$ cat src/rtl/mc_run_scheduler_pkg.sv
// mc_run_scheduler_pkg
// Shared definitions for the Monte-Carlo run scheduler slice:
//   - run FSM state encoding
//   - fixed-point table word format (3 integer / 15 fraction bits)
//   - helpers that derive accumulator and batch-result widths from LOGT/LOGN
// Optional feature macro used by the slice: MC_RUN_SCHED_TIMEOUT_EN
package mc_run_scheduler_pkg;

    localparam int DATA_W = 18;
    localparam int FRAC_W = 15;

    typedef enum logic [2:0] {
        S_IDLE    = 3'd0,
        S_FLIP    = 3'd1,
        S_START   = 3'd2,
        S_RUN     = 3'd3,
        S_COLLECT = 3'd4,
        S_HOLD    = 3'd5
    } run_state_e;

    // Per-core accumulator: one table word summed over T = 2^LOGT steps.
    function automatic int acc_w(input int logt);
        return DATA_W + logt;
    endfunction

    // Batch total: NCORES = 2^LOGN accumulators summed, so it cannot overflow.
    function automatic int res_w(input int logt, input int logn);
        return DATA_W + logt + logn;
    endfunction

endpackage

$ cat src/rtl/mc_run_scheduler_if.sv
// mc_run_scheduler_if
// Bundles every non-clock/reset signal of mc_run_scheduler.
//   master : host + core bank side (drives load words, go, done, accumulators, ready)
//   slave  : scheduler side (drives write ports, switch, start, result, busy)
// With MC_RUN_SCHED_TIMEOUT_EN defined an extra oTimeout pulse is carried.
interface mc_run_scheduler_if #(
    parameter int NCORES = 4,
    parameter int LOGN   = 2,
    parameter int LOGT   = 9,
    parameter int PATHW  = 10
) ();
    import mc_run_scheduler_pkg::*;

    localparam int ACC_W = acc_w(LOGT);
    localparam int RES_W = res_w(LOGT, LOGN);

    logic [DATA_W-1:0]       iLoadData;
    logic                    iLoadValid;
    logic                    oLoadReady;
    logic                    iGo;
    logic [PATHW-1:0]        oSigmaWriteAddress;
    logic [LOGT-1:0]         oMuWriteAddress;
    logic [DATA_W-1:0]       oWriteData;
    logic                    oSigmaWE;
    logic                    oMuWE;
    logic                    oSwitch;
    logic                    oStart;
    logic [NCORES-1:0]       iCoreDone;
    logic [NCORES*ACC_W-1:0] iCoreAcc;
    logic [RES_W-1:0]        oResult;
    logic                    oResultValid;
    logic                    iResultReady;
    logic                    oBusy;
`ifdef MC_RUN_SCHED_TIMEOUT_EN
    logic                    oTimeout;
`endif

    modport master (
        output iLoadData, iLoadValid, iGo, iCoreDone, iCoreAcc, iResultReady,
        input  oLoadReady, oSigmaWriteAddress, oMuWriteAddress, oWriteData,
               oSigmaWE, oMuWE, oSwitch, oStart, oResult, oResultValid, oBusy
`ifdef MC_RUN_SCHED_TIMEOUT_EN
             , oTimeout
`endif
    );

    modport slave (
        input  iLoadData, iLoadValid, iGo, iCoreDone, iCoreAcc, iResultReady,
        output oLoadReady, oSigmaWriteAddress, oMuWriteAddress, oWriteData,
               oSigmaWE, oMuWE, oSwitch, oStart, oResult, oResultValid, oBusy
`ifdef MC_RUN_SCHED_TIMEOUT_EN
             , oTimeout
`endif
    );

endinterface

$ cat src/rtl/mc_table_loader.sv
// mc_table_loader
// Streams host table words into the idle parameter-RAM bank.
// The first 2^PATHW accepted words go to the sigma table, the next T words to
// the mu table; after the last mu word the bank is marked full and the host is
// stalled until the run FSM clears it (bank flip).
// Ports:
//   clk_i, rst_ni        clock, async active-low reset
//   load_data_i/valid_i  host word + valid
//   bank_clear_i         one-cycle clear of bank_full from the run FSM
//   load_ready_o         !bank_full
//   bank_full_o          idle bank holds a complete table set
//   sigma_addr_o/we_o    registered sigma write port
//   mu_addr_o/we_o       registered mu write port
//   wdata_o              registered broadcast write data
module mc_table_loader
    import mc_run_scheduler_pkg::*;
#(
    parameter int T     = 512,
    parameter int LOGT  = 9,
    parameter int PATHW = 10
) (
    input  logic              clk_i,
    input  logic              rst_ni,
    input  logic [DATA_W-1:0] load_data_i,
    input  logic              load_valid_i,
    input  logic              bank_clear_i,
    output logic              load_ready_o,
    output logic              bank_full_o,
    output logic [PATHW-1:0]  sigma_addr_o,
    output logic [LOGT-1:0]   mu_addr_o,
    output logic [DATA_W-1:0] wdata_o,
    output logic              sigma_we_o,
    output logic              mu_we_o
);

    localparam int CNT_W = ((PATHW > LOGT) ? PATHW : LOGT) + 1;
    localparam int SIG_N = 2 ** PATHW;
    localparam int LAST  = SIG_N + T - 1;

    logic [CNT_W-1:0]  count_q;
    logic              bank_full_q;
    logic [PATHW-1:0]  sigma_addr_q;
    logic [LOGT-1:0]   mu_addr_q;
    logic [DATA_W-1:0] wdata_q;
    logic              sigma_we_q;
    logic              mu_we_q;
    logic              accept_s;

    assign accept_s     = load_valid_i & ~bank_full_q;
    assign load_ready_o = ~bank_full_q;
    assign bank_full_o  = bank_full_q;
    assign sigma_addr_o = sigma_addr_q;
    assign mu_addr_o    = mu_addr_q;
    assign wdata_o      = wdata_q;
    assign sigma_we_o   = sigma_we_q;
    assign mu_we_o      = mu_we_q;

    // Load counter, bank_full flag and registered write ports.
    always_ff @(posedge clk_i or negedge rst_ni) begin
        if (!rst_ni) begin
            count_q      <= '0;
            bank_full_q  <= 1'b0;
            sigma_addr_q <= '0;
            mu_addr_q    <= '0;
            wdata_q      <= '0;
            sigma_we_q   <= 1'b0;
            mu_we_q      <= 1'b0;
        end else if (accept_s) begin
            wdata_q <= load_data_i;
            if (count_q < CNT_W'(SIG_N)) begin
                sigma_addr_q <= PATHW'(count_q);
                sigma_we_q   <= 1'b1;
                mu_we_q      <= 1'b0;
            end else begin
                mu_addr_q  <= LOGT'(count_q - CNT_W'(SIG_N));
                mu_we_q    <= 1'b1;
                sigma_we_q <= 1'b0;
            end
            if (count_q == CNT_W'(LAST)) begin
                count_q     <= '0;
                bank_full_q <= 1'b1;
            end else begin
                count_q <= count_q + CNT_W'(1);
            end
        end else begin
            // No acceptance while full, so the clear never races a last word.
            sigma_we_q <= 1'b0;
            mu_we_q    <= 1'b0;
            if (bank_clear_i) begin
                bank_full_q <= 1'b0;
            end else begin
                bank_full_q <= bank_full_q;
            end
        end
    end

endmodule

$ cat src/rtl/mc_run_scheduler.sv
// mc_run_scheduler (top)
// Sequences NCORES Monte-Carlo pricing cores sharing a double-buffered
// parameter store: loads the idle bank (mc_table_loader), flips the bank
// switch, pulses start, waits for every core's done, then sums the per-core
// accumulators one per cycle and holds the batch total until the host takes it.
// Ports: CLK, iRST_N (async active-low) plus interface bus (slave modport).
// Optional macro MC_RUN_SCHED_TIMEOUT_EN: RUN watchdog of TIMEOUT cycles that
// aborts to IDLE with a one-cycle oTimeout pulse and no result.
module mc_run_scheduler
    import mc_run_scheduler_pkg::*;
#(
    parameter int NCORES  = 4,
    parameter int LOGN    = 2,
    parameter int T       = 512,
    parameter int LOGT    = 9,
    parameter int PATHW   = 10
`ifdef MC_RUN_SCHED_TIMEOUT_EN
  , parameter int TIMEOUT = 4096
`endif
) (
    input  logic               CLK,
    input  logic               iRST_N,
    mc_run_scheduler_if.slave  bus
);

    localparam int ACC_W = acc_w(LOGT);
    localparam int RES_W = res_w(LOGT, LOGN);

    run_state_e        state_q;
    logic              switch_q;
    logic              start_q;
    logic              valid_q;
    logic [RES_W-1:0]  sum_q;
    logic [RES_W-1:0]  result_q;
    logic [NCORES-1:0] done_seen_q;
    logic [LOGN-1:0]   idx_q;
    logic              bank_full_s;
    logic              bank_clear_s;
    logic              all_done_s;
    logic [ACC_W-1:0]  acc_sel_s;
    logic [RES_W-1:0]  sum_next_s;
`ifdef MC_RUN_SCHED_TIMEOUT_EN
    localparam int TO_W = $clog2(TIMEOUT);
    logic [TO_W-1:0]   run_cnt_q;
    logic              timeout_q;
    assign bus.oTimeout = timeout_q;
`endif

    mc_table_loader #(
        .T     (T),
        .LOGT  (LOGT),
        .PATHW (PATHW)
    ) u_loader (
        .clk_i        (CLK),
        .rst_ni       (iRST_N),
        .load_data_i  (bus.iLoadData),
        .load_valid_i (bus.iLoadValid),
        .bank_clear_i (bank_clear_s),
        .load_ready_o (bus.oLoadReady),
        .bank_full_o  (bank_full_s),
        .sigma_addr_o (bus.oSigmaWriteAddress),
        .mu_addr_o    (bus.oMuWriteAddress),
        .wdata_o      (bus.oWriteData),
        .sigma_we_o   (bus.oSigmaWE),
        .mu_we_o      (bus.oMuWE)
    );

    // The freshly filled bank is handed to the cores in FLIP, so the loader
    // may refill the other one from the following cycle.
    assign bank_clear_s = (state_q == S_FLIP);
    // A done pulse in the same cycle as the last recorded one still counts.
    assign all_done_s   = &(done_seen_q | bus.iCoreDone);
    assign acc_sel_s    = bus.iCoreAcc[int'(idx_q)*ACC_W +: ACC_W];
    assign sum_next_s   = sum_q + {{LOGN{1'b0}}, acc_sel_s};

    assign bus.oSwitch      = switch_q;
    assign bus.oStart       = start_q;
    assign bus.oResult      = result_q;
    assign bus.oResultValid = valid_q;
    assign bus.oBusy        = (state_q != S_IDLE);

    // Run FSM with registered control outputs and the accumulator collector.
    always_ff @(posedge CLK or negedge iRST_N) begin
        if (!iRST_N) begin
            state_q     <= S_IDLE;
            switch_q    <= 1'b0;
            start_q     <= 1'b0;
            valid_q     <= 1'b0;
            sum_q       <= '0;
            result_q    <= '0;
            done_seen_q <= '0;
            idx_q       <= '0;
`ifdef MC_RUN_SCHED_TIMEOUT_EN
            run_cnt_q   <= '0;
            timeout_q   <= 1'b0;
`endif
        end else begin
`ifdef MC_RUN_SCHED_TIMEOUT_EN
            timeout_q <= 1'b0;
`endif
            case (state_q)
                S_IDLE: begin
                    // Toggled on entry so oSwitch changes the cycle after iGo.
                    if (bus.iGo && bank_full_s) begin
                        state_q  <= S_FLIP;
                        switch_q <= ~switch_q;
                    end else begin
                        state_q  <= S_IDLE;
                    end
                end
                S_FLIP: begin
                    start_q <= 1'b1;
                    state_q <= S_START;
                end
                S_START: begin
                    start_q     <= 1'b0;
                    done_seen_q <= '0;
`ifdef MC_RUN_SCHED_TIMEOUT_EN
                    run_cnt_q   <= '0;
`endif
                    state_q     <= S_RUN;
                end
                S_RUN: begin
                    done_seen_q <= done_seen_q | bus.iCoreDone;
                    if (all_done_s) begin
                        state_q <= S_COLLECT;
                        sum_q   <= '0;
                        idx_q   <= '0;
`ifdef MC_RUN_SCHED_TIMEOUT_EN
                    end else if (run_cnt_q == TO_W'(TIMEOUT - 1)) begin
                        state_q   <= S_IDLE;
                        timeout_q <= 1'b1;
                    end else begin
                        run_cnt_q <= run_cnt_q + TO_W'(1);
`else
                    end else begin
                        state_q <= S_RUN;
`endif
                    end
                end
                S_COLLECT: begin
                    sum_q <= sum_next_s;
                    if (idx_q == LOGN'(NCORES - 1)) begin
                        result_q <= sum_next_s;
                        valid_q  <= 1'b1;
                        state_q  <= S_HOLD;
                    end else begin
                        idx_q    <= idx_q + LOGN'(1);
                    end
                end
                S_HOLD: begin
                    if (bus.iResultReady) begin
                        valid_q <= 1'b0;
                        state_q <= S_IDLE;
                    end else begin
                        state_q <= S_HOLD;
                    end
                end
                default: begin
                    state_q <= S_IDLE;
                end
            endcase
        end
    end

endmodule

$ cat src/flat_wrapper.sv
// flat-port wrapper written by rule: the top's interface ports become plain ports
module mc_run_scheduler_flat import mc_run_scheduler_pkg::*;
#(
    parameter int NCORES  = 4,
    parameter int LOGN    = 2,
    parameter int T       = 512,
    parameter int LOGT    = 9,
    parameter int PATHW   = 10

)
  (CLK, iRST_N, bus_iLoadData, bus_iLoadValid, bus_iGo, bus_iCoreDone, bus_iCoreAcc, bus_iResultReady, bus_oLoadReady, bus_oSigmaWriteAddress, bus_oMuWriteAddress, bus_oWriteData, bus_oSigmaWE, bus_oMuWE, bus_oSwitch, bus_oStart, bus_oResult, bus_oResultValid, bus_oBusy);
  mc_run_scheduler_if #(.NCORES(NCORES), .LOGN(LOGN), .LOGT(LOGT), .PATHW(PATHW)) bus_i ();
  input  logic CLK;
  input  logic iRST_N;
  input wire logic [$bits(bus_i.iLoadData)-1:0] bus_iLoadData;
  input wire logic [$bits(bus_i.iLoadValid)-1:0] bus_iLoadValid;
  input wire logic [$bits(bus_i.iGo)-1:0] bus_iGo;
  input wire logic [$bits(bus_i.iCoreDone)-1:0] bus_iCoreDone;
  input wire logic [$bits(bus_i.iCoreAcc)-1:0] bus_iCoreAcc;
  input wire logic [$bits(bus_i.iResultReady)-1:0] bus_iResultReady;
  output wire logic [$bits(bus_i.oLoadReady)-1:0] bus_oLoadReady;
  output wire logic [$bits(bus_i.oSigmaWriteAddress)-1:0] bus_oSigmaWriteAddress;
  output wire logic [$bits(bus_i.oMuWriteAddress)-1:0] bus_oMuWriteAddress;
  output wire logic [$bits(bus_i.oWriteData)-1:0] bus_oWriteData;
  output wire logic [$bits(bus_i.oSigmaWE)-1:0] bus_oSigmaWE;
  output wire logic [$bits(bus_i.oMuWE)-1:0] bus_oMuWE;
  output wire logic [$bits(bus_i.oSwitch)-1:0] bus_oSwitch;
  output wire logic [$bits(bus_i.oStart)-1:0] bus_oStart;
  output wire logic [$bits(bus_i.oResult)-1:0] bus_oResult;
  output wire logic [$bits(bus_i.oResultValid)-1:0] bus_oResultValid;
  output wire logic [$bits(bus_i.oBusy)-1:0] bus_oBusy;
  assign bus_i.iLoadData = bus_iLoadData;
  assign bus_i.iLoadValid = bus_iLoadValid;
  assign bus_i.iGo = bus_iGo;
  assign bus_i.iCoreDone = bus_iCoreDone;
  assign bus_i.iCoreAcc = bus_iCoreAcc;
  assign bus_i.iResultReady = bus_iResultReady;
  assign bus_oLoadReady = bus_i.oLoadReady;
  assign bus_oSigmaWriteAddress = bus_i.oSigmaWriteAddress;
  assign bus_oMuWriteAddress = bus_i.oMuWriteAddress;
  assign bus_oWriteData = bus_i.oWriteData;
  assign bus_oSigmaWE = bus_i.oSigmaWE;
  assign bus_oMuWE = bus_i.oMuWE;
  assign bus_oSwitch = bus_i.oSwitch;
  assign bus_oStart = bus_i.oStart;
  assign bus_oResult = bus_i.oResult;
  assign bus_oResultValid = bus_i.oResultValid;
  assign bus_oBusy = bus_i.oBusy;
  mc_run_scheduler #(.NCORES(NCORES), .LOGN(LOGN), .T(T), .LOGT(LOGT), .PATHW(PATHW)) u_core (.CLK(CLK), .iRST_N(iRST_N), .bus(bus_i));
endmodule
$ cat config.mk
export PLATFORM = sky130hd
export DESIGN_NAME = mc_run_scheduler_flat
export DESIGN_NICKNAME = d
export VERILOG_FILES = /design/src/rtl/mc_run_scheduler_pkg.sv /design/src/rtl/mc_run_scheduler_if.sv /design/src/rtl/mc_table_loader.sv /design/src/rtl/mc_run_scheduler.sv /design/src/flat_wrapper.sv
export SDC_FILE = /design/constraint.sdc
export NUM_CORES = 1
export LEC_CHECK = 0
export BUFFER_PORTS_ARGS = -buffer_cell sky130_fd_sc_hd__buf_2
export CAP_MARGIN = 20
export CORE_AREA = 2 2 124 126
export DETAILED_ROUTE_END_ITERATION = 8
export DIE_AREA = 0 0 126 128
export PLACE_DENSITY = 0.75
export SETUP_SLACK_MARGIN = 0.5
export SKIP_LAST_GASP = 1
export SYNTH_ARGS = -nofsm -noshare
export SYNTH_HDL_FRONTEND = slang
export SYNTH_SLANG_ARGS = --single-unit
$ cat constraint.sdc
create_clock -name CLK -period 3.8 [get_ports CLK]
set_clock_uncertainty 0.15 [all_clocks]
set_input_delay 0.19 -clock CLK [delete_from_list [all_inputs] [get_ports CLK]]
set_output_delay 0.19 -clock CLK [all_outputs]
set_load 0.03 [all_outputs]
## Yosys cells after proc, flatten, opt, wreduce, memory -nomap -nowiden

Index checks and enable logic that the tools add are counted.
Widths: inputs -> output; s select.

| cells by class | value |
|---|---|
| $mul | 1 |
| $lt $le $gt $ge | 1 |
| add/subtract/negate cells | 4 |
| equal/unequal tests | 12 |
| shift-type cells | 1 |
| multiplexer cells | 23 |
| reduce and logical (&&, ||, !) cells | 17 |
| bitwise operators | 5 |

Operators by type and width:

| operator | number |
|---|---|
| $shiftx 108x32->27 | 1 |
| $pmux 29 s2 | 1 |
| $add 29x27->29 | 1 |
| $mux 29 | 1 |
| $pmux 3 s6 | 1 |
| $reduce_and 2->1 | 6 |
| $add 11x1->11 const B | 1 |
| $eq 11x11->1 const B | 1 |
| $lt 11x11->1 const B | 1 |
| $mux 11 | 1 |
| $mux 1 | 10 |
| $reduce_bool 2->1 | 5 |
| $mux 3 | 3 |
| $sub 9x1->9 const B | 1 |
| $pmux 4 s2 | 1 |
| $mul 2x5->7 const B | 1 |
| $eq 3x2->1 const B | 2 |
| $eq 3x3->1 const B | 2 |
| $ne 2x1->1 const B | 3 |
| $reduce_and 3->1 | 2 |
| $mux 2 | 2 |
| $ne 2x2->1 const B | 2 |
| $or 4x4->4 | 1 |
| $pmux 1 s2 | 2 |
| other kinds (10) | 12 |

| word-level totals | value |
|---|---|
| bits of input ports | 135 |
| register bits | 121 |
| output and inout bits | 73 |

## Depth between registers and ports, before layout

Gate-level depths: netlist (run 1).

| depth | value |
|---|---|
| depth in word-level cells | 4 |
| gate-level depth with buffers | 12 |

## By module

A second synthesis (run 1) with hierarchy kept.

| unflattened totals | value |
|---|---|
| cell total of the unflattened synthesis | 640 |
| area total of the unflattened synthesis | 6790.3 sq um |

By module, submodules not included:

| module | cells an instance | instances | area an instance (sq um) |
|---|---|---|---|
| mc_run_scheduler | 460 | 1 | 4727.0 |
| mc_table_loader | 180 | 1 | 2063.2 |

## Least setup slack after synthesis (run 1)

OpenSTA, ideal clock, no wires.

| timing path | value |
|---|---|
| path type | flip-flop to flip-flop |
| from | reg u_core.idx_q[0] |
| to | reg u_core.result_q[28] (netlist: u_core.bus.oResult[28]) |
| required time | 3514 ps |
| stages on the path, launching flop included | 12 |
| arrival | 3551 ps |
| slack | -37 ps |
| cells stage by stage | dfrtp_1 > clkbuf_1 > buf_2 > mux4_2 > ha_1 > a21oi_1 > o21ai_0 > a2111oi_0 > o31ai_1 > a22oi_1 > xor2_1 > o21ai_0 |

| between the ends | value |
|---|---|
| cells in the longest elaborated chain, start to end | 3 |
| elaborated cells on any way between the ends | 5 |
| those cells by class | add/sub: 1; mul: 1; eq/ne: 1; shift: 1; reduce/logical: 1 |

Ends and longest elaborated chain:

| element | line | RTL |
|---|---|---|
| from (decl) | mc_run_scheduler.sv:36 | `logic [LOGN-1:0] idx_q;` |
| from (signal assigned) | mc_run_scheduler.sv:148 | `idx_q <= idx_q + LOGN'(1);` |
| $mul 2x5->7 | mc_run_scheduler.sv:73 | `assign acc_sel_s = bus.iCoreAcc[int'(idx_q)*ACC_W +: ACC_W];` |
| $shiftx 108x32->27 | mc_run_scheduler.sv:73 |  |
| $add 29x27->29 | mc_run_scheduler.sv:74 | `assign sum_next_s = sum_q + {{LOGN{1'b0}}, acc_sel_s};` |
| to (signal assigned) | mc_run_scheduler.sv:144 | `result_q <= sum_next_s;` |
| to (decl) | mc_run_scheduler.sv:34 | `logic [RES_W-1:0] result_q;` |

Parallel ways exist; a longest one is shown, timed or not.
A chain may end at the register's enable or synchronous reset.

## Worst setup path after layout (run 1)

| timing path | value |
|---|---|
| from | reg u_core.idx_q[0] |
| to | reg u_core.result_q[16] (netlist: u_core.bus.oResult[16]) |

Same word-level chain as after synthesis.

==> results of run 1 <==
==> state kept, by name, summed over array words and instances (netlist names) <==
name and flops:
u_core.bus.oResult 29, u_core.bus.oResultValid 1, u_core.bus.oStart 1, u_core.bus.oSwitch 1, u_core.done_seen_q 4, u_core.idx_q 2, u_core.state_q 3, u_core.sum_q 29
u_core.u_loader.bank_full_o 1, u_core.u_loader.count_q 11, u_core.u_loader.mu_addr_o 9, u_core.u_loader.mu_we_o 1, u_core.u_loader.sigma_addr_o 10, u_core.u_loader.sigma_we_o 1, u_core.u_loader.wdata_o 18
==> power groups by stage <==
| stage | Combinational, uW | Clock [uW] | Sequential [uW] |
|---|---|---|---|
| floorplan | 205 | 0 | 1530 |
| global placement | 472 | 0 | 1440 |
| detailed placement | 484 | 0 | 1450 |
| CTS | 514 | 1580 | 1420 |
| global route | 593 | 1630 | 1440 |
| finish | 544 | 1550 | 1430 |
==> worst paths after layout <==
kind	start	end	cells after the start
worst max-delay path	u_core.idx_q[0]	u_core.bus.oResult[16]	11
worst min-delay path	bus_iLoadValid	u_core.u_loader.count_q[3]	5
worst max register to register	u_core.idx_q[0]	u_core.bus.oResult[16]	11
worst min register to register	u_core.bus.oResult[22]	u_core.bus.oResult[22]	2
max in group asynchronous	iRST_N	u_core.u_loader.wdata_o[8]	3
min in group asynchronous	iRST_N	u_core.bus.oResult[18]	2
==> per-layer routing <==
| layer | global-route usage, % | up-vias | share of wire, % |
|---|---|---|---|
| met5 | 0 | - | 0 |
| met4 | 9.76 | 0 | 2.5 |
| met3 | 5.93 | 40 | 6.5 |
| met2 | 40.6 | 250 | 49 |
| met1 | 31.3 | 3116 | 42 |
| li1 | - | 2956 | - |
==> tightest hold or removal path: cells and delay by family <==
| kind | cells | cell delay (ns) |
|---|---|---|
| xor gates and xnor gates | 1 | 0.08 |
| buffers and inverters | 1 | 0.10 |
| and+or+nand+nor | 3 | 0.35 |
==> repair_timing <==
item,in CTS,in global routing
gates cloned,2,0
gates resized for setup,24,62
setup buffers,9,9
hold endpoints to repair,84,0
endpoints found under the setup margin,27,30
pin swaps,9,20
hold buffers,25,0
==> kinds of logic (layout without fill, tap and decap cells) <==
kind of cell,Yosys count,in the layout
fa+ha+maj,30,30
other cells,0,2
flops,121,121
buf+inv,46,310
mux,58,58
simple gates,229,229
xor+xnor,34,34
compound gates,155,155
==> cell usage in the layout (no fill, tap or decap), types with 14 or more instances in the layout <==
cell,Yosys,final
a21oi_1,44,32
mux2_2,29,29
o21ai_0,39,30
dlygate4sd3_1,0,25
xnor2_1,19,16
nand2_1,136,132
xor2_1,15,14
nor2_1,36,27
dfrtp_1,121,120
clkbuf_16,0,17
a22o_1,19,19
mux4_2,27,27
buf_4,0,29
buf_2,2,206
==> per-stage QoR <==
step	hold slack, ns	instance area, um2	util [%]	setup slack (ns)
global route	0.215	9560	64.3	0.337
finish	0.201	9570	64.4	0.457
detailed placement	0.173	8140	54.8	0.291
floorplan	-0.256	6880	-	0.530
CTS	0.190	9220	62.0	0.439
global placement	0.167	8140	54.8	0.360
==> cell type report <==
| class | instances | area (um2) | area share (%) |
|---|---|---|---|
| clock inverter | 15 | 141 | 1.48 |
| sequential | 121 | 3030 | 31.7 |
| clock buffer | 17 | 425 | 4.45 |
| antenna | 2 | 5.00 | 0.0523 |
| timing repair buffer | 267 | 1650 | 17.2 |
| multi-input combinational | 506 | 4050 | 42.3 |
| tap | 188 | 235 | 2.46 |
| inverter | 11 | 41.3 | 0.431 |
==> flow_metrics.tcl, run 1 <==
set metrics [dict create \
    synth.area.top_cells "dfrtp_1, mux4_2, nand2_1" \
    slowest_stage "mux4_2" \
    synth_xor_area_share_pct 4.35 \
    post-route-drc-count 0 \
    cpPeakStageDelay_ns 0.53 \
    yosysMostFrequentCell "nand2_1" \
    netlist_instances 673 \
    leakagePower_uw 0.00475 \
    rsz0062_at_grt "true" \
    rows 45 \
    finalNetCount 1089 \
    drtIter0Drc 468 \
    yosysTopAreaCellShare_pct 44.2 \
    fillerInstances 1151 \
    synth-edff-count 0 \
    ys_warn_count 0 \
    drt_pass1_iterations 6 \
    cts_buffers 17 \
    crit_chain "buf_12 -> mux4_2 -> ha_4 -> fa_2 -> a21o_1 -> a221o_2 -> a21oi_4 -> nand2_2 -> a21oi_2 -> xnor2_2 -> mux2_2" \
    worstMarginPinSlew_ns 0.979 \
    clk_pin_slew_ns 0.06 \
    clockPowerShare_pct 44.1 \
    grt.total_usage_pct 24.6 \
    p_per_area_nw_per_um2 368 \
    yosysSeqAreaShare_pct 44.2 \
    worst-path-buf-inv 1 \
    vias 6362 \
    hpwl_um 13200 \
    wl_per_cell_um 17.5 \
    finalCriticalPeriod_ns 3.34 \
    synth-compound-area-share_pct 14.9 \
    cts_max_path_buffers 2 \
    worstSetupPathType "reg -> reg" \
    fp.dieH_um 128 \
    tns_ns 0 \
    synth_common_cells "nand2_1, dfrtp_1, a21oi_1, o21ai_0, nor2_1" \
    dominantRegCellSynth "dfrtp_1" \
    dp_cells 1048 \
    cts_tree "yes" \
    cts_root_buf "clkbuf_16" \
    cts.htree.levels 4 \
    core_area_um2 14900 \
    gp_congestion 0.922 \
    p_sw_uw 1050 \
    end_kind "flop" \
    cap_viol_max_count 0 \
    pin_count 208 \
    fin_cells 1127 \
    yosys.area_share.simple_pct 14.5 \
    path_delay_family "compound AO/OA/AOI/OAI gates" \
    wirelength_um 19700 \
    crit_required_ns 3.96 \
    switching_share_pct 29.9 \
    ant_nets 0 \
    maxSlewViolCount 0 \
    synth_top_family_by_area "compound AO/OA/AOI/OAI gates" \
    start_kind "flop" \
    grt_pass1_vias 6338 \
    clkSinkCount 121 \
    report.final.setup_viol 0 \
    synth_top_area_cell "dfrtp_1" \
    status "finished, final reports clean" \
    synth-async-reset-ratio_pct 100 \
    min_period_over_period_pct 88.0 \
    cp_data_arrival_time_ns 3.50 \
    drive_gt1_share_pct 43.2 \
    antenna_found_initial 1 \
    synth_fa_ha_area_share_pct 5.59 \
    grt_pass1_wl_um 31400 \
    max-slew-margin-rel_pct 34.1 \
    clk_latency_ns 0.42 \
    start_util_pct 46.1 \
    overflow 0 \
    regToRegSetupSlack_ns 0.46 \
    fp.dieArea_um2 16100 \
    peakVddDrop_v 0.000308 \
    syn2layout_area_growth_pct 39.7 \
    synth_seq_cells 121 \
    hold_path.class "in -> reg" \
    p_comb_share_pct 15.4 \
    timing.fmax_mhz 299 \
    grt_start_max_net_pins 63 \
    yosysUniqueCellTypes 56 \
    avgViaCountPerCell 5.65 \
    finalPower_uw 3520 \
    p_int_uw 2470 \
    io_buffer_count 207 \
    die_x_um 126 \
    avgSynthCellArea_um2 10.2 \
    hold_violations 0 \
    power_frac_seq_pct 40.5 \
    synth_fp_nets 838 \
    worstPathMaxFanout 6 \
    synthMuxAreaShare_pct 13.9 \
    syn-cell-area_um2 6850 \
]
Note: power is estimated with default switching activity, not from simulation.
==> run 2: changes to the inputs <==
--- a/config.mk
+++ b/config.mk
@@ -10,7 +10,7 @@
 export CORE_AREA = 2 2 124 126
 export DETAILED_ROUTE_END_ITERATION = 8
 export DIE_AREA = 0 0 126 128
-export PLACE_DENSITY = 0.75
+export PLACE_DENSITY = 0.72
 export SETUP_SLACK_MARGIN = 0.5
 export SKIP_LAST_GASP = 1
 export SYNTH_ARGS = -nofsm -noshare
==> run 2 against run 1 <==
Effect of this change:
- hold slack lost 0.10 ns
- first-iteration DRC count fell by 18%
- die area stayed put
- global-route usage down 0.76 points
- design area down 1.6%
- setup slack gained 0.017 ns
- largest cell class unchanged
- highest routed layer unchanged
==> flow_metrics.tcl, run 2 (synthesized netlist as in run 1, its figures left out) <==
set metrics [dict create \
    wl_per_cell_um 16.8 \
    rows 45 \
    final_common_cell "buf_2" \
    cp_data_arrival_time_ns 3.48 \
    peakVddDrop_v 0.000341 \
    grt_pass1_wl_um 30700 \
    rsz0062_at_grt "true" \
    whs_ns 0.101 \
    grt_pass1_vias 6241 \
    hold_violations 0 \
    gp_congestion 0.895 \
    cpPeakStageDelay_ns 0.55 \
    setup_slack_ns 0.474 \
    worstMarginPinSlew_ns 0.798 \
    antenna_found_initial 0 \
    post-route-drc-count 0 \
    start_kind "flop" \
    cap_viol_max_count 0 \
    final_util_pct 63.3 \
    fp.dieArea_um2 16100 \
    vias 6221 \
    tns_ns 0 \
    cts_tree "yes" \
    report.final.setup_viol 0 \
    timing.fmax_mhz 301 \
    worstSetupPathType "reg -> reg" \
    avgViaCountPerCell 5.56 \
    end_kind "flop" \
    finalPower_uw 3580 \
    cts_max_path_buffers 2 \
    core_area_um2 14900 \
    die_x_um 126 \
    diodes 0 \
    clkSinkCount 121 \
    overflow 0 \
    worst-path-buf-inv 1 \
    layout_common_cells "buf_2, nand2_1, dfrtp_1" \
    hold_path.class "in -> reg" \
    finalCriticalPeriod_ns 3.33 \
    grt_start_max_net_pins 63 \
    finalNetCount 1082 \
    clk_pin_slew_ns 0.06 \
    crit_required_ns 3.96 \
    slowest_stage "mux4_2" \
    hpwl_um 12600 \
    clk_latency_ns 0.42 \
    crit_chain "buf_12 -> mux4_2 -> ha_4 -> fa_2 -> a21o_1 -> a221o_2 -> a21oi_4 -> nand2_2 -> a21oi_2 -> xnor2_1 -> mux2_2" \
    p_per_area_nw_per_um2 381 \
    io_buffer_count 207 \
    status "finished, final reports clean" \
    ant_nets 0 \
    drtIter0Drc 383 \
    syn2layout_area_growth_pct 37.4 \
    leakagePower_uw 0.00469 \
    fp.dieH_um 128 \
    drt_pass1_iterations 5 \
    drive_gt1_share_pct 41.2 \
    min_period_over_period_pct 87.5 \
    cts_root_buf "clkbuf_16" \
    dp_slack_ns 0.235 \
    start_util_pct 46.1 \
    wirelength_um 18800 \
    cts_buffers 17 \
    path_delay_family "compound AO/OA/AOI/OAI gates" \
    pin_count 208 \
    cts.htree.levels 4 \
    maxSlewViolCount 0 \
    grt.total_usage_pct 23.8 \
    worstPathMaxFanout 7 \
    max-slew-margin-rel_pct 46.8 \
]
## run 2: report_power, final
group	switching, uW	internal (uW)
logic	294	231
clock network	648	979
registers	69.5	1360
total	1010	2570
## run 2: layout make-up
cell class	instances	area, um2
clock inverters	15	170
inverters	11	41.3
flip-flops and latches	121	3030
fillers	1224	5450
repair buffers	260	1580
well taps	188	235
clock buffers	17	425
multi-input cells	506	3930
## run 2: timing repair
action                     CTS  global route
pin swaps                   13            11
hold buffers                25             0
resized for setup           26            34
cloned                       1             1
setup buffers                6             5
hold endpoints to repair    85             0
setup endpoints to repair   27            32
## run 2: tightest hold or removal path: stages
cell and delay (ns):
buf_2 0.10, nor2b_1 0.20, nand2_1 0.10, a21oi_1 0.05
## run 2: routing by layer
| metal | GRT usage [%] | part of all wire (%) | vias to the layer above |
|---|---|---|---|
| met5 | 0 | 0 | - |
| met4 | 10.1 | 2.4 | 0 |
| met3 | 5.05 | 5.2 | 37 |
| met2 | 39.4 | 50 | 197 |
| met1 | 30.5 | 43 | 3056 |
| li1 | - | - | 2931 |
## run 2: final timing paths
path / startpoint / to / slack, ns / cells past startpoint
hold reg to reg: u_core.bus.oSwitch / u_core.bus.oSwitch / 0.31 / 1
setup reg to reg: u_core.idx_q[0] / u_core.bus.oResult[16] / 0.47 / 11
hold / removal: bus_iLoadValid / u_core.u_loader.count_q[1] / 0.10 / 4
setup / recovery: u_core.idx_q[0] / u_core.bus.oResult[16] / 0.47 / 11
max in group asynchronous: iRST_N / u_core.sum_q[24] / 2.35 / 3
min in group asynchronous: iRST_N / u_core.bus.oResult[18] / 0.22 / 2
## run 2: metrics by stage
| stage | area, um2 | instances |
|---|---|---|
| 2_1_floorplan | 6880 | 673 |
| 3_5_place_dp | 8120 | 1047 |
| 4_1_cts | 9180 | 1111 |
| 3_3_place_gp | 8120 | 1047 |
| 5_1_grt | 9410 | 1118 |
| 6_report | 9410 | 1118 |
==> run 3: changes to the inputs <==
--- a/config.mk
+++ b/config.mk
@@ -7,9 +7,9 @@
 export LEC_CHECK = 0
 export BUFFER_PORTS_ARGS = -buffer_cell sky130_fd_sc_hd__buf_2
 export CAP_MARGIN = 20
-export CORE_AREA = 2 2 124 126
+export CORE_AREA = 4 4 126 128
 export DETAILED_ROUTE_END_ITERATION = 8
-export DIE_AREA = 0 0 126 128
+export DIE_AREA = 0 0 130 132
 export PLACE_DENSITY = 0.72
 export SETUP_SLACK_MARGIN = 0.5
 export SKIP_LAST_GASP = 1
==> run 3 against run 2 <==
Effect of this change:
- sequential share of layout area down 0.56 points
- die area up 6.4%
- core utilization up 1.1 points
- cell count up 0.72%
- design area up 1.8%
- via count up 0.58%
- first-iteration DRC count down 7.3%
- highest routed layer unchanged
==> flow_metrics.tcl, run 3 (synthesized netlist as in run 1, its figures left out) <==
set metrics [dict create \
    status "finished, final reports clean" \
    hpwl_um 12900 \
    drive_gt1_share_pct 42.2 \
    cts_tree "yes" \
    cp_data_arrival_time_ns 3.56 \
    end_kind "flop" \
    leakagePower_uw 0.00473 \
    grt_start_max_net_pins 70 \
    setup_slack_ns 0.443 \
    core_area_um2 14900 \
    power_frac_seq_pct 41.4 \
    wl_per_cell_um 17.1 \
    cap_viol_max_count 0 \
    fp.dieArea_um2 17200 \
    ant_nets 0 \
    dp_slack_ns 0.229 \
    dpl_cell_area_um2 8140 \
    clk_pin_slew_ns 0.05 \
    rows 45 \
    dp_cells 1046 \
    p_sw_uw 955 \
    hold_violations 0 \
    pin_count 208 \
    timing.fmax_mhz 298 \
    syn2layout_area_growth_pct 39.9 \
    diodes 0 \
    layout_common_cells "buf_2, nand2_1, dfrtp_1" \
    max-slew-margin-rel_pct 34.3 \
    cts_buffers 17 \
    grt_pass1_wl_um 29900 \
    grt.total_usage_pct 22.0 \
    drt_pass1_iterations 7 \
    cts_max_path_buffers 2 \
    clkSinkCount 121 \
    clockPowerShare_pct 42.9 \
    report.final.setup_viol 0 \
    io_buffer_count 207 \
    drtIter0Drc 355 \
    finalCriticalPeriod_ns 3.36 \
    wirelength_um 19300 \
    peakVddDrop_v 0.000344 \
    fin_cells 1126 \
    crit_required_ns 4.01 \
    start_util_pct 46.1 \
    postLayoutCellArea_um2 9580 \
    hold_path.class "in -> reg" \
    post-route-drc-count 0 \
    antenna_found_initial 0 \
    p_comb_share_pct 15.7 \
    cts_root_buf "clkbuf_16" \
    clk_latency_ns 0.42 \
    rsz0062_at_grt "true" \
    p_int_uw 2500 \
    final_common_cell "buf_2" \
    grt_pass1_vias 5969 \
    switching_share_pct 27.7 \
    maxSlewViolCount 0 \
    tns_ns 0 \
    worstMarginPinSlew_ns 0.982 \
    overflow 0 \
    cts.htree.levels 4 \
    min_period_over_period_pct 88.3 \
    gp_congestion 0.877 \
    worstSetupPathType "reg -> reg" \
    vias 6257 \
    finalNetCount 1091 \
    worstPathMaxFanout 6 \
    die_x_um 130 \
    avgViaCountPerCell 5.56 \
    fp.dieH_um 132 \
    p_per_area_nw_per_um2 360 \
    start_kind "flop" \
]
[run 3: cell types whose count changed in the layout (fill, tap and decap cells not counted), sizes merged]
cell      delta
inv          -3
clkinv       -1
clkbuf       +1
buf         +10
clkinvlp     +2
bufinv       -1
[run 3: per-stage QoR]
step                hold WS (ns)  util (%)  total power (uW)
CTS                       0.0886      61.3              3440
global route               0.138      64.5              3590
finish                     0.102      64.5              3450
floorplan                 -0.256         -              1730
global placement           0.216      54.7              1920
detailed placement         0.221      54.7              1930
[run 3: path summary, 6_finish.rpt]
path,startpoint,endpoint,slack (ns),cells past startpoint
max in group asynchronous,iRST_N,u_core.sum_q[20],2.43,3
max reg2reg,u_core.idx_q[0],u_core.bus.oResult[21],0.44,13
min in group asynchronous,iRST_N,u_core.u_loader.sigma_addr_o[3],0.28,2
max,u_core.idx_q[0],u_core.bus.oResult[21],0.44,13
min,bus_iLoadValid,u_core.u_loader.count_q[1],0.10,4
min reg2reg,u_core.u_loader.wdata_o[11],u_core.u_loader.wdata_o[11],0.32,2
[run 3: repair_timing]
action | 4_1_cts | 5_1_grt
gates resized for setup | 23 | 63
setup endpoints to repair | 28 | 32
hold endpoints to repair | 93 | 0
buffers inserted | 7 | 15
pin swaps | 11 | 23
hold buffers | 25 | 0
gates cloned | 1 | 0
[run 3: area by class of cell]
class / count / area, um2
Tap cell: 188 / 235
Multi-Input combinational cell: 506 / 4060
Timing Repair Buffer: 269 / 1680
Clock inverter: 12 / 104
Sequential cell: 121 / 3030
Fill cell: 1160 / 5280
Clock buffer: 19 / 433
Inverter: 11 / 41.3
[run 3: worst max-delay path: stages, from the launching register on]
cell and delay [ns]:
dfrtp_2 0.41, buf_12 0.12, buf_6 0.09, mux4_2 0.52
ha_4 0.30, buf_4 0.10, nand3_1 0.10, nor2_2 0.13
o311a_1 0.23, a21bo_4 0.20, a21boi_4 0.10, buf_4 0.15
or4_2 0.60, nand3_1 0.09
[run 3: power by group through the flow]
| stage | combinational [uW] | clock (uW) | sequential (uW) |
|---|---|---|---|
| 3_5_place_dp | 479 | 0 | 1450 |
| 6_report | 542 | 1480 | 1430 |
| 4_1_cts | 508 | 1500 | 1430 |
| 2_1_floorplan | 205 | 0 | 1530 |
| 3_3_place_gp | 471 | 0 | 1450 |
| 5_1_grt | 589 | 1560 | 1440 |
[run 3: per-layer routing]
| metal | vias to the layer above | global-route usage, % | part of all wire, % |
|---|---|---|---|
| met4 | 0 | 8.95 | 2.7 |
| met1 | 3068 | 29.5 | 43 |
| met5 | - | 0 | 0 |
| met3 | 36 | 4.82 | 4.9 |
| met2 | 197 | 34.6 | 50 |
| li1 | 2956 | - | - |
